`src/rtl/seq_pkg.sv`:
```
// Shared definitions for the serial sequence-detector path: serializer state
// encodings and the default word width.
package seq_pkg;

    typedef enum logic [1:0] {
        SER_IDLE   = 2'b00,
        SER_SHIFT  = 2'b01,
        SER_PARITY = 2'b10
    } ser_state_e;

    localparam int SER_WIDTH_DEFAULT = 8;

endpackage

```
`src/rtl/seq_bit_serializer.sv`:
```
// Parallel-to-serial front end feeding the sequence detector's din, one bit per clk.
// Define SER_PARITY_EN to append an even-parity bit after each word.
//
// state      | meaning
// SER_IDLE   | no word in flight, dout = IDLE_BIT, ready for a word
// SER_SHIFT  | data bit cnt_q of the current word is on dout
// SER_PARITY | parity bit of the current word is on dout (SER_PARITY_EN only)
module seq_bit_serializer
    import seq_pkg::*;
#(
    parameter int   WIDTH     = SER_WIDTH_DEFAULT,
    parameter logic IDLE_BIT  = 1'b0,
    parameter bit   MSB_FIRST = 1'b1
) (
    input  logic             clk,
    input  logic             rst,
    input  logic             s_valid,
    output logic             s_ready,
    input  logic [WIDTH-1:0] s_data,
    output logic             dout,
    output logic             dout_valid,
    output logic             word_done,
    output logic             busy
);

    localparam int            CW     = $clog2(WIDTH);
    localparam logic [CW-1:0] LAST   = CW'(WIDTH - 1);
    localparam logic [CW-1:0] PENULT = CW'(WIDTH - 2);

    ser_state_e       state_q;
    ser_state_e       state_d;
    logic             ready_c;
    logic             accept;
    logic [WIDTH-1:0] shreg_q;
    logic [CW-1:0]    cnt_q;
`ifdef SER_PARITY_EN
    logic             par_q;
`endif

    always_comb begin
        state_d = state_q;
        ready_c = 1'b0;
        case (state_q)
            SER_IDLE: begin
                ready_c = 1'b1;
                if (s_valid) state_d = SER_SHIFT;
            end
            SER_SHIFT: begin
                if (cnt_q == LAST) begin
`ifdef SER_PARITY_EN
                    state_d = SER_PARITY;
`else
                    // final data bit doubles as the reload slot for gapless streaming
                    ready_c = 1'b1;
                    state_d = s_valid ? SER_SHIFT : SER_IDLE;
`endif
                end
            end
`ifdef SER_PARITY_EN
            SER_PARITY: begin
                ready_c = 1'b1;
                state_d = s_valid ? SER_SHIFT : SER_IDLE;
            end
`endif
            default: state_d = SER_IDLE;
        endcase
    end

    assign s_ready = ready_c && !rst;
    assign accept  = s_valid && s_ready;
    assign busy    = (state_q != SER_IDLE);

    always_ff @(posedge clk) begin
        if (rst) state_q <= SER_IDLE;
        else     state_q <= state_d;
    end

    always_ff @(posedge clk) begin
        if (rst) begin
            dout       <= IDLE_BIT;
            dout_valid <= 1'b0;
            word_done  <= 1'b0;
            cnt_q      <= '0;
            shreg_q    <= '0;
`ifdef SER_PARITY_EN
            par_q      <= 1'b0;
`endif
        end else begin
            word_done <= 1'b0;
            if (accept) begin
                // first bit goes straight to dout; shreg keeps the remainder
                dout       <= MSB_FIRST ? s_data[WIDTH-1] : s_data[0];
                shreg_q    <= MSB_FIRST ? {s_data[WIDTH-2:0], 1'b0}
                                        : {1'b0, s_data[WIDTH-1:1]};
                dout_valid <= 1'b1;
                cnt_q      <= '0;
`ifdef SER_PARITY_EN
                par_q      <= ^s_data;
`endif
            end else if (state_q == SER_SHIFT && cnt_q != LAST) begin
                dout       <= MSB_FIRST ? shreg_q[WIDTH-1] : shreg_q[0];
                shreg_q    <= MSB_FIRST ? {shreg_q[WIDTH-2:0], 1'b0}
                                        : {1'b0, shreg_q[WIDTH-1:1]};
                dout_valid <= 1'b1;
                cnt_q      <= cnt_q + CW'(1);
`ifndef SER_PARITY_EN
                word_done  <= (cnt_q == PENULT);
`endif
            end else if (state_q == SER_SHIFT) begin
`ifdef SER_PARITY_EN
                dout       <= par_q;
                dout_valid <= 1'b1;
                word_done  <= 1'b1;
`else
                dout       <= IDLE_BIT;
                dout_valid <= 1'b0;
`endif
                cnt_q      <= '0;
            end else begin
                dout       <= IDLE_BIT;
                dout_valid <= 1'b0;
                cnt_q      <= '0;
            end
        end
    end

endmodule

```
`config.mk`:
```
export PLATFORM = sky130hd
export DESIGN_NAME = seq_bit_serializer
export DESIGN_NICKNAME = d
export VERILOG_FILES = /design/src/rtl/seq_pkg.sv /design/src/rtl/seq_bit_serializer.sv
export SDC_FILE = /design/constraint.sdc
export NUM_CORES = 1
export LEC_CHECK = 0
export CELL_PAD_IN_SITES_DETAIL_PLACEMENT = 2
export CELL_PAD_IN_SITES_GLOBAL_PLACEMENT = 2
export CORE_ASPECT_RATIO = 0.9
export CORE_MARGIN = 10
export CORE_UTILIZATION = 29
export CTS_CLUSTER_DIAMETER = 80
export CTS_CLUSTER_SIZE = 30
export DETAILED_ROUTE_END_ITERATION = 6
export PLACE_DENSITY = 0.79
export REMOVE_ABC_BUFFERS = 1
export SYNTH_ARGS = -nofsm -noshare
export SYNTH_HDL_FRONTEND = slang
export SYNTH_SLANG_ARGS = --single-unit
```
`constraint.sdc`:
```
create_clock -name clk -period 1.4 [get_ports clk]
set_input_delay 0.28 -clock clk [delete_from_list [all_inputs] [get_ports clk]]
set_output_delay 0.28 -clock clk [all_outputs]
set_load 0.005 [all_outputs]
```
After elaboration in Yosys (flattened, before gate mapping). Index checks and enable logic that the tools add are counted.

Flip-flop bits (word level): 15. Logic and storage cells: 35. Input bits: 11. Output and inout port bits: 5.

Bitwise gates (word level): 1. Muxes and demuxes: 12. Reductions and logical operators: 9. Equal/unequal tests: 6. $add $sub $neg: 1.

Operators with widths (count): two-way mux 8 bit (2); equality test 3 bit (second input constant) (2); two-way mux 1 bit (6); two-way mux 2 bit (2); != test 2 bit (second input constant) (2); one-hot mux 2 bit (2 select lines) (1); nonzero test 2 bit (2); adder 3 x 1 -> 3 bit (second input constant) (1); logical AND 1 bit (3); != test 3 bit (second input constant) (1); OR reduction 3 bit (1); equality test 2 x 1 -> 1 bit (second input constant) (1); zero test 2 bit (1); one-hot mux 1 bit (2 select lines) (1); AND reduction 2 bit (1); zero test 1 bit (1); inverter 1 bit (1).

Depth between registers and ports, before layout.
Depth after elaboration: 6. Depth in mapped cells: 6. Depth with buffers taken out: 5.

Least setup slack after synthesis. No wires, ideal clock.

Path type: reg-to-reg. Start: register cnt_q[0]. End: register shreg_q[2]. Setup slack: 0.106 ns. Clock period less this slack: 1.294 ns. Setup time: 0.079 ns. Stages on the path, launching flop included: 7. Buffers on the path: 2. Data required time: 1.321 ns. Arrival: 1.215 ns. Cells stage by stage: dfxtp_1 -> ha_1 -> ha_1 -> nand2b_4 -> buf_6 -> buf_12 -> a211oi_2.

Word-level cells in the longest chain between the ends: 6. Elaborated cells between the ends (all ways): 9. Classes of those cells: eq/ne (2); mux (3); reduce/logical (4).

RTL lines: start, declared (RTL line seq_bit_serializer.sv:35) `logic [CW-1:0] cnt_q;`; start signal, assigned (RTL line seq_bit_serializer.sv:105) `cnt_q <= cnt_q + CW'(1);`; equality test 3 bit (RTL line seq_bit_serializer.sv:49) `if (cnt_q == LAST) begin`; two-way mux 1 bit (RTL line seq_bit_serializer.sv:49); one-hot mux 1 bit (2 select lines) (RTL line seq_bit_serializer.sv:43) `case (state_q)`; logical AND 1 bit (RTL line seq_bit_serializer.sv:69) `assign s_ready = ready_c && !rst;`; logical AND 1 bit (RTL line seq_bit_serializer.sv:70) `assign accept = s_valid && s_ready;`; two-way mux 8 bit or nonzero test 2 bit (tied branches); end signal, assigned (RTL line seq_bit_serializer.sv:93) `shreg_q <= MSB_FIRST ? {s_data[WIDTH-2:0], 1'b0}`; end signal, assigned (RTL line seq_bit_serializer.sv:102) `shreg_q <= MSB_FIRST ? {shreg_q[WIDTH-2:0], 1'b0}`; end, declared (RTL line seq_bit_serializer.sv:34) `logic [WIDTH-1:0] shreg_q;`.

Several ways; a longest one is shown, not always the timed one. A chain may end at the register's enable or synchronous reset.

Final worst setup path.
Start: register cnt_q[1]. End: output port s_ready.

Word-level cells in the longest chain between the ends: 4.

RTL lines: equality test 3 bit (RTL line seq_bit_serializer.sv:49); two-way mux 1 bit (RTL line seq_bit_serializer.sv:49); one-hot mux 1 bit (2 select lines) (RTL line seq_bit_serializer.sv:43); logical AND 1 bit (RTL line seq_bit_serializer.sv:69); end, declared (RTL line seq_bit_serializer.sv:18) `output logic s_ready,`.

Every way passes these cells.

==> qor.txt <==
router iterations before antenna repair: 2
Die ar.: 4479 um2
sequential fraction of the synthesis area: 43.92%
total CTS buffers: 3
Clock power frac: 34.0%
placed insts: 99
GRT overflow: 0
vias per cell: 4.650
top cells by area, synth: dfxtp_1 44%, a211oi_2 12%, mux2i_1 11%
DR vias: 479
RSZ-0062 raised after global routing: true
final hold viol count: 0
Final setup viols: 1
floorplan core area: 2142 um2
area delta synth->final: 39.61%
Startpoint Class: flip-flop
Fill cells: 219
internal power: 0.6591 mW
met3 WL: 116 um
Max Clk Rate: 621.9 MHz
Synth area leader: dfxtp_1
1st-iter DRT viols: 5
Port Buffer Count: 15
starting density of the core: 29.79%
Storage cell area: 286.5 um2
Worst Setup End Kind: output pin
Final nets: 91
Max Cap Viol: 0
Netlist cell types: 17
PD cells: 990.4 nW/um2
sequential power share: 49.3%
Synth Cell Area: 638.1 um2
# H-tree levels: 1
average cell area after synthesis: 11.39 um2
area of the multi-input gates: 332.8 um2
pin count of the biggest net entering global routing: 18
Clk Tree Root Cell: clkbuf_4
failing checks: setup timing
hold crit path type: reg -> reg
Combinational Power Share: 16.7%
Final TNS setup: -0.2081 ns
metal2 WL: 790 um
GRT Util Overall: 7.986%
final wirelength: 1675 um
drt wl/cell: 16.26 um
CTS tree: built
Syn. warnings: 0
Die H: 64.50 um
Leak: 0.3848 nW
Post-DRT Antenna Nets: 0
outcome: finished with violations
Design Power: 0.8823 mW
DR top layer: met4
Synth Register Bits: 14
CP arrival: 1.33 ns
Net Sw Power: 0.2233 mW
Max Buffers Root-to-Sink: 2
Slew Viols, Final: 0
die width: 69.45 um
Cell Rows: 16
I/O pins: 16
initial antenna violation count: 0
max_slew headroom: 82.61%
CP Data Required Time: 1.12 ns
period utilization: 114.9%
sw frac: 25.30%
first-pass GRT wire length: 2918 um
Crit Path Max Fanout: 2
Residual DRC: 0
Clk pin slew, worst setup/hold paths: 0.09 ns
VDD IR max: 0.4708 mV
clock sinks: 14
Antenna Cells: 0
Worst-Skew Late Latency: 0.28 ns
Setup Crit Path Kind: reg -> out
Tightest Pin Transition: 0.2607 ns
top cell type's share of synthesized area: 43.92%
dpl hpwl: 1226 um
CTS Hold Bufs: 0
Metal-1 WL: 761 um
post-layout minimum cycle time: 1.608 ns
R2R setup slack: 0.13 ns
cell count after synthesis: 56
vias in the first global route: 556
Clock Skews: 0.002463 ns
Worst Slack Setup Final: -0.2081 ns
layout cell share with drive strength beyond 1: 35.53%
Final GP Congestion: 0.6651
fin cells: 103
[placed cells by master (no fill, tap or decap), types with 3 or more instances in the layout]
cell	count
nor2_1	10
clkbuf_4	3
clkdlybuf4s50_1	10
mux2i_1	7
dfxtp_1	11
buf_4	4
a211oi_2	6
nor3_2	3
[worst paths after layout]
check	end	cells past startpoint	start
min reg2reg	dout	2	shreg_q[7]
max	s_ready	5	cnt_q[1]
max reg2reg	shreg_q[4]	5	cnt_q[1]
min	dout	2	shreg_q[7]
[kinds of logic after synthesis]
logic type,Yosys count,synth area share (%)
multiplexers,7,10.98
buffers and inverters,5,7.842
adder cells (fa/ha/maj),3,5.883
flip-flops,14,43.92
AND/OR/NAND/NOR,20,18.82
AO/OA/AOI/OAI,7,12.55
[metal layers]
metal | track usage (%) | vias to the layer above
met3 | 4.262 | 2
met5 | 0 | -
met4 | 1.508 | 0
met2 | 13.58 | 15
met1 | 8.703 | 229
li1 | - | 233
[Yosys cell counts]
| master | instances |
|---|---|
| buf_12 | 1 |
| dfxtp_1 | 14 |
| buf_4 | 2 |
| nand2b_4 | 1 |
| nor3_1 | 1 |
| ha_1 | 3 |
| a21oi_1 | 1 |
| nand3_1 | 1 |
| inv_1 | 1 |
| nor3_2 | 3 |
| a211oi_2 | 6 |
| nor2_1 | 10 |
| and2b_2 | 1 |
| buf_6 | 1 |
| nor3b_2 | 1 |
| mux2i_1 | 7 |
| nand2_1 | 2 |
[registers in the layout (all words and copies together) (netlist names)]
register	cells
cnt_q	3
word_done	1
dout	1
state_q	1
dout_valid	1
shreg_q	7
[power groups by stage]
| stage | combinational (mW) | clock [mW] | sequential (mW) |
|---|---|---|---|
| detailed placement | 0.154 | 0 | 0.443 |
| global route | 0.163 | 0.338 | 0.439 |
| CTS | 0.150 | 0.313 | 0.435 |
| global placement | 0.148 | 0 | 0.442 |
| floorplan | 0.0629 | 0 | 0.443 |
| finish | 0.147 | 0.300 | 0.435 |
[metrics by stage]
| stage | util (%) | instance area, um2 | hold slack [ns] | setup WS [ns] |
|---|---|---|---|---|
| 3_5_place_dp | 38.55 | 825.8 | 0.4629 | -0.3642 |
| 5_1_grt | 41.59 | 890.9 | 0.5261 | -0.2869 |
| 6_report | 41.59 | 890.9 | 0.4790 | -0.2081 |
| 3_3_place_gp | 38.55 | 825.8 | 0.4472 | -0.2878 |
| 2_1_floorplan | - | 591.8 | 0.3446 | 0.1554 |
| 4_1_cts | 41.36 | 885.9 | 0.4932 | -0.2258 |
[what timing repair did]
| action | CTS | global route |
|---|---|---|
| pin swaps | 2 | 2 |
| resized for setup | 14 | 2 |
| gates cloned | 0 | 0 |
| setup endpoints to repair | 3 | 3 |
| setup buffers | 0 | 0 |
[critical path, cell delays in order (launching register included)]
cell	delay (ns)
dfxtp_4	0.37
ha_4	0.16
ha_4	0.15
and2b_2	0.22
nor2_1	0.04
buf_2	0.12
[final cells by class]
cell class | count | area share [%]
multi-input cells | 37 | 37.36
flip-flops and latches | 14 | 32.16
repair buffers | 20 | 22.19
clock buffers | 4 | 4.073
inverters | 1 | 0.4213
well taps | 27 | 3.792
No activity file was read; power rests on OpenSTA's default activity.
